**src/rtl/bus_source_sequencer.sv**
```systemverilog
// rtl/bus_source_sequencer.sv - one-hot bus-drive grant sequencer feeding the bus-select encoder
//
// Purpose:
//   Accepts a multi-bit request mask and walks it lowest index first,
//   presenting one registered one-hot grant per cycle to the 32-to-5
//   bus-select encoder. Zero grant means no driver on the bus.
//
// Optional feature (macro BUS_SEQ_COUNT_EN):
//   Adds output grant_count, the number of grants issued for the
//   current/most recent request.
//
// Ports:
//   clock        in   rising-edge clock
//   clear_n      in   synchronous active-low reset
//   req_valid    in   request mask presented
//   req_mask     in   [MASK_W-1:0] sources to drive, one bus cycle each
//   req_ready    out  request can be accepted (IDLE only)
//   stall        in   hold current grant, do not advance
//   grant        out  [MASK_W-1:0] registered one-hot source select, zero when idle
//   grant_valid  out  grant is non-zero this cycle
//   done         out  one-cycle pulse after the last grant of a request
//   err_req      out  one-cycle pulse when a request has no legal bits
//   grant_count  out  [5:0] grants issued (BUS_SEQ_COUNT_EN only)

module bus_source_sequencer #(
  parameter int NUM_SRC = 24,
  parameter int MASK_W  = 32
) (
  input  logic              clock,
  input  logic              clear_n,
  input  logic              req_valid,
  input  logic [MASK_W-1:0] req_mask,
  output logic              req_ready,
  input  logic              stall,
  output logic [MASK_W-1:0] grant,
  output logic              grant_valid,
  output logic              done,
`ifdef BUS_SEQ_COUNT_EN
  output logic [5:0]        grant_count,
`endif
  output logic              err_req
);

  // Bits [NUM_SRC-1:0] are legal sources; anything above is discarded.
  function automatic logic [MASK_W-1:0] legal_bits();
    logic [MASK_W-1:0] m;
    m = '0;
    for (int i = 0; i < MASK_W; i++) begin
      if (i < NUM_SRC) m[i] = 1'b1;
    end
    return m;
  endfunction

  localparam logic [MASK_W-1:0] LEGAL_MASK = legal_bits();
  localparam logic [MASK_W-1:0] ONE        = MASK_W'(1);

  typedef enum logic [1:0] {
    ST_IDLE  = 2'd0,
    ST_GRANT = 2'd1,
    ST_DONE  = 2'd2
  } state_t;

  state_t            state;
  logic [MASK_W-1:0] pending;

  logic [MASK_W-1:0] legal;
  logic [MASK_W-1:0] legal_low;
  logic [MASK_W-1:0] pend_low;

  // x & -x isolates the lowest set bit, giving the lowest-index-first order.
  always_comb begin
    legal     = req_mask & LEGAL_MASK;
    legal_low = legal & (~legal + ONE);
    pend_low  = pending & (~pending + ONE);
  end

  always_ff @(posedge clock) begin
    if (!clear_n) begin
      state       <= ST_IDLE;
      pending     <= '0;
      grant       <= '0;
      grant_valid <= 1'b0;
      done        <= 1'b0;
      err_req     <= 1'b0;
      req_ready   <= 1'b1;
`ifdef BUS_SEQ_COUNT_EN
      grant_count <= 6'd0;
`endif
    end else begin
      done    <= 1'b0;
      err_req <= 1'b0;
      case (state)
        ST_IDLE: begin
          if (req_valid) begin
            if (legal != '0) begin
              // First grant is issued on the accepting edge itself.
              grant       <= legal_low;
              grant_valid <= 1'b1;
              pending     <= legal & ~legal_low;
              req_ready   <= 1'b0;
              state       <= ST_GRANT;
`ifdef BUS_SEQ_COUNT_EN
              grant_count <= 6'd1;
`endif
            end else begin
              err_req <= 1'b1;
            end
          end
        end

        ST_GRANT: begin
          if (!stall) begin
            if (pending != '0) begin
              grant   <= pend_low;
              pending <= pending & ~pend_low;
`ifdef BUS_SEQ_COUNT_EN
              grant_count <= grant_count + 6'd1;
`endif
            end else begin
              grant       <= '0;
              grant_valid <= 1'b0;
              done        <= 1'b1;
              state       <= ST_DONE;
            end
          end
        end

        ST_DONE: begin
          // req_ready rises only now, so a request seen during DONE is not taken.
          req_ready <= 1'b1;
          state     <= ST_IDLE;
        end

        default: begin
          grant       <= '0;
          grant_valid <= 1'b0;
          pending     <= '0;
          req_ready   <= 1'b1;
          state       <= ST_IDLE;
        end
      endcase
    end
  end

endmodule

```
**config.mk**
```make
export PLATFORM = sky130hd
export DESIGN_NAME = bus_source_sequencer
export DESIGN_NICKNAME = d
export VERILOG_FILES = /design/src/rtl/bus_source_sequencer.sv
export SDC_FILE = /design/constraint.sdc
export NUM_CORES = 1
export LEC_CHECK = 0
export ABC_AREA = 1
export CORE_MARGIN = 2
export CORE_UTILIZATION = 45
export CTS_BUF_LIST = sky130_fd_sc_hd__clkbuf_8
export DETAILED_ROUTE_END_ITERATION = 16
export GPL_TIMING_DRIVEN = 0
export PLACE_DENSITY = 0.7
export REMOVE_ABC_BUFFERS = 1
export SYNTH_ARGS = -nofsm -noshare
export SYNTH_HDL_FRONTEND = slang
export SYNTH_SLANG_ARGS = --single-unit
```
**constraint.sdc**
```tcl
create_clock -name clock -period 4.6 [get_ports clock]
set_clock_uncertainty 0.05 [all_clocks]
set_input_delay 0.92 -clock clock [delete_from_list [all_inputs] [get_ports clock]]
set_output_delay 0.92 -clock clock [all_outputs]
set_load 0.01 [all_outputs]
```
Word-level counts from Yosys, hierarchy flattened
Cells that the tools add are included.
{"block": "op_classes", "addsub": 2, "muxes": 25, "n_eq_ne": 7, "reduce_logical": 10, "bitwise_logic": 11}
{"operator": "2-to-1 mux 32 bit", "n": 8}
{"operator": "case mux 32 bit (3 select lines)", "n": 2}
{"operator": "inverter 32 bit", "n": 3}
{"operator": "adder 32 x 1 -> 32 bit (second input constant)", "n": 2}
{"operator": "bitwise AND 24 x 32 -> 32 bit", "n": 2}
{"operator": "bitwise AND 32 bit", "n": 2}
{"operator": "nonzero test 32 bit", "n": 2}
{"operator": "inverter 24 -> 32 bit", "n": 1}
{"operator": "inequality test 2 bit (second input constant)", "n": 5}
{"operator": "AND reduction 5 bit", "n": 2}
{"operator": "2-to-1 mux 1 bit", "n": 8}
{"operator": "2-to-1 mux 2 bit", "n": 4}
{"operator": "AND reduction 4 bit", "n": 2}
{"operator": "AND reduction 3 bit", "n": 2}
{"operator": "case mux 2 bit (2 select lines)", "n": 1}
{"operator": "inverter 1 bit", "n": 3}
{"operator": "case mux 1 bit (3 select lines)", "n": 1}
{"operator": "OR reduction 3 bit", "n": 1}
{"operator": "== test 2 x 1 -> 1 bit (second input constant)", "n": 1}
{"operator": "== test 2 bit (second input constant)", "n": 1}
{"operator": "logical NOT 2 bit", "n": 1}
{"operator": "case mux 1 bit (2 select lines)", "n": 1}
{"block": "totals", "reg_bits": 70, "elab_cells": 62}

Depth between registers and ports, before layout
Gate-level depths: netlist of run 1.
{"block": "depth", "depth_word": 8, "mapped_depth": 12, "ltp_nobuf": 11}

Worst setup path before layout of run 1
Ideal clock, no wire load.
{"block": "synth_path", "kind": "in2reg", "startpoint": "in req_mask[1]", "endpoint": "reg pending[22]", "arrival_ps": 1984, "path_stages": 11, "setup_time_ps": 113, "required_time_ps": 4437, "setup_slack_ps": 2453, "path_cell_list": "nor2_2 > nand2_2 > nor2_4 > nand2_1 > nor2_1 > nor2_1 > nand3_4 > buf_6 > nand2_1 > nand2_1 > nor2_1"}
{"block": "synth_between", "elab_chain_len": 8, "elab_cells_between_ends": 11, "cone_classes": "add/sub (1); eq/ne (1); mux (3); bitwise (4); reduce/logical (2)"}
{"item": "start, declared", "line": "32", "source": "input logic [MASK_W-1:0] req_mask,"}
{"item": "inverter 24 -> 32 bit", "line": "73", "source": "legal_low = legal & (~legal + ONE);"}
{"item": "adder 32 x 1 -> 32 bit", "line": "73"}
{"item": "bitwise AND 24 x 32 -> 32 bit", "line": "73"}
{"item": "inverter 32 bit", "line": "99", "source": "pending <= legal & ~legal_low;"}
{"item": "bitwise AND 24 x 32 -> 32 bit", "line": "99"}
{"item": "2-to-1 mux 32 bit", "line": "95", "source": "if (legal != '0) begin"}
{"item": "2-to-1 mux 32 bit", "line": "94", "source": "if (req_valid) begin"}
{"item": "case mux 32 bit (3 select lines)", "line": "92", "source": "case (state)"}
{"item": "end signal, assigned", "line": "99"}
{"item": "end signal, assigned", "line": "115", "source": "pending <= pending & ~pend_low;"}
{"item": "end, declared", "line": "64", "source": "logic [MASK_W-1:0] pending;"}
Several ways; a longest one is shown, not always the timed one. The select of a mux whose other input is x is not followed.
A chain may end at the register's enable or synchronous reset.

Final worst setup path of run 1
{"block": "layout_path", "startpoint": "in req_mask[3]", "endpoint": "reg pending[3]"}
Same word-level chain as after synthesis.

==> key figures, run 1 <==
Critical path
  • CP required: about 4.8 ns
  • Worst Reg-to-Reg Cells: 9
  • R2r setup slk: 1.50 ns
  • Crit path cell chain: clkdlybuf4s50_1, nor2_1, nand2_2, nor2_4, nand3_2, nand3_2, nor2_2, nand2_1, nand2_1, nor2_1
  • Crit-path max cell delay: around 1.0 ns
  • Delay-heaviest family, CP: simple AND/OR/NAND/NOR gates
  • CP startpoint kind: primary input
  • Critical path class: primary input to register
  • Slowest-stage cell, CP: nor2_2
  • Critical Path Start: req_mask[3]
  • Bufs and invs on worst path: 1
  • Stages on worst setup path: 10
  • Crit-path max FO: 34
  • R2r startpoint: state[1]
  • Critical Path End Type: register
  • Arr. time, crit path: 3.80 ns

Synth
  • Yosys Warn Count: 0
  • Top_reg_cell synth: dfxtp_1
  • Top cells by area, synth: dfxtp_1 34%, nand2_1 19%, nor2_1 11%
  • Asr flop ratio synth: 0%
  • Count leader, synth: nand2_1
  • Seq/Total Area, Yosys: between 30% and 40%
  • Post-synth top area share: around 34%
  • Cell variety after synth: 30
  • Synth area leader: dfxtp_1
  • Synthesized cell area: about 4000 sq um
  • Seq cells post-synth: a little under 70
  • EDFF count, synth: 0
  • Post-synth top cells: 203 x nand2_1, 122 x nor2_1, 69 x dfxtp_1
  • Post-Syn Instances: between 600 and 700
  • Avg Cell Area, Syn: slightly above 6 sq um

Timing
  • Final min period: approximately 3.6 ns
  • Slew Limit Fails: 0
  • Final setup vio count: 0
  • Worst relative slew slack: between 10% and 20%
  • F_max: about 0.28 GHz
  • Endpoints failing hold: 0
  • Period utilization: around four fifths
  • Tightest Pin Transition: approximately 1.2 ns
  • Unrepaired setup endpoints after global routing: false
  • Final TNS setup: 0 ns
  • Hold Slack: between 0.4 and 0.5 ns

GRT
  • Pin count of the biggest net entering global routing: 43
  • Vias in the first global route: 4063
  • Total Routing Usage GR: between 20 and 30%
  • Initial antenna violation count: 0
  • First-pass GRT wire length: about 20 mm
  • GRT overflow: 0

Power and ir drop
  • P_leak: about 2 nW
  • Net Switching: 589 uW
  • Clk pwr share: 31.9%
  • PD cells: 327 nW/um^2
  • Combinational Power Share: 26.7%
  • Seq pwr share: 41.5%
  • Cell-internal power: roughly 1.0 mW
  • VDD IR-drop max: ~0.16 mV
  • Sw frac: 36.6%

Clock tree
  • Post-CTS Setup Bufs: 0
  • Hold-fix buffers, CTS: 0
  • Bufs on Longest Clock Path: 2
  • Root Driver: clkbuf_8
  • CTS tree: yes
  • Total CTS buffers: 9
  • Post-CTS resize count: 0
  • Clock Pin Slew Worst Setup and Hold Paths: approximately 0.080 ns
  • Htree depth: 3
  • Clk_lat worst skew: approximately 0.36 ns
  • Sink Count: a little under 70

Worst hold path
  • Hold Path Origin: pending[31]
  • Hold Path Stages: 2
  • Min-Delay Path Class: register to register

Finish
  • Sequential cell area: approximately 1400 sq um
  • Area grow syn2layout: 20.3%
  • Cell Count, Final, Fillers Out: about 830
  • Layout cells sized above 1: 7.49%
  • # nets final: about 750
  • Multi-input logic area: 2390 sq um
  • ANT cells: 0
  • Filler Cell Count: between 800 and 900

Route
  • Via-to-Cell Ratio: roughly 5.4
  • DRT Pass-1 Iters: 5
  • Drt initial violations: 298
  • Final ANT Viol Nets: 0
  • DR WL/cell: between 10 and 15 um
  • Total routed wirelength: 12.4 mm
  • DRC violations left: 0
  • Vias: approximately 4500

Placement
  • Port bufs: 63
  • Routability-driven placement congestion ratio: 0.953
  • Placed cells: between 800 and 900
  • Dpl hpwl: between 8 and 9 mm

Floorplanning
  • Num ports: 72
  • FP Rows: 34
  • Die area: a little under 10000 sq um
  • Initial Util: between 40 and 50%
  • Die X: around 100 um
  • Core area: 8760 sq um
  • Die height: 99.3 um

Run
  • Max-cap violations: 0

Outcome
  • Status: finished clean
-- flip-flops by register name (all words and copies together), names as in the netlist --
signal	cells
done	1
grant_valid	1
grant	32
req_ready	1
err_req	1
pending	31
state	2
-- routing by layer --
metal	wire length (um)	global-route usage [%]
met5	0	0
met4	262	9.59
met3	805	3.02
met2	5390	39.9
met1	5970	37.1
-- path summary, 6_finish.rpt --
path,end
setup / recovery,pending[3]
hold / removal,pending[31]
setup reg to reg,pending[3]
hold reg to reg,pending[31]
-- kinds of logic after synthesis --
group | after synthesis | synth area share (%)
and+or+nand+nor | 437 | 45.9
AOI/OAI and AO/OA | 88 | 12.4
buffers and inverters | 74 | 7.87
DFF | 69 | 33.8
-- metrics by stage --
stage	utilization, %	setup WS, ns	power (mW)	instance area, sq um
after floorplan	-	2.06	0.949	3940
after global placement	53.7	0.692	1.09	4710
after detailed placement	53.7	0.627	1.10	4710
after CTS	56.0	0.994	1.61	4910
after global routing	56.0	0.700	1.69	4910
final	56.0	1.01	1.61	4910
-- worst register-to-register path, stage by stage (launching register included) --
cell and delay (ns):
dfxtp_1 0.49, nor2_4 0.24, nand3_1 0.18, nor2_1 0.06, nand3_2 0.10, nand3_2 0.55
nor2_2 1.04, nand2_1 0.13, nand2_1 0.10, nor2_1 0.06
-- power groups by stage --
stage | clock network [mW] | registers [mW] | logic (mW)
floorplan | 0 | 0.676 | 0.273
global placement | 0 | 0.678 | 0.416
detailed placement | 0 | 0.679 | 0.421
CTS | 0.523 | 0.665 | 0.423
global route | 0.544 | 0.672 | 0.476
finish | 0.512 | 0.667 | 0.429
-- layout make-up --
type,instances,area share (%)
multi-input cells,525,48.6
flip-flops and latches,69,28.1
clock buffers,9,2.52
inverters,48,3.67
well taps,108,2.75
repair buffers,63,12.8
clock inverters,7,1.50
-- cells in the final DEF (no fill, tap or decap), drive strengths merged --
master and count:
a21oi 48, a31oi 2, bufinv 1, clkbuf 9
clkdlybuf4s50 63, clkinv 5, clkinvlp 1, dfxtp 69
inv 48, nand2 210, nand3 65, nand3b 1
nand4 2, nor2 135, nor3 21, nor3b 2
o21ai 24, o22a 1, o22ai 10, o31ai 1
o32ai 2, or2 1
No activity file was read; power rests on OpenSTA's default activity.
==> run 2, diff against run 1 <==
==> constraint.sdc (replaced) <==
create_clock -name clock -period 3.47 [get_ports clock]
set_clock_uncertainty 0.05 [all_clocks]
set_input_delay 0.694 -clock clock [delete_from_list [all_inputs] [get_ports clock]]
set_output_delay 0.694 -clock clock [all_outputs]
set_load 0.01 [all_outputs]
==> results of run 2 <==
Same layout as run 1 (identical final DEF). Status: finished clean.
Main changes from that run: setup slack after placement 0.627 ns -> -0.277 ns; setup slack after layout 1.01 ns -> 0.102 ns; register-to-register setup slack 1.50 ns -> 0.37 ns; total power 1.61 mW -> 2.13 mW; worst IR drop on VDD 0.156 mV -> 0.207 mV
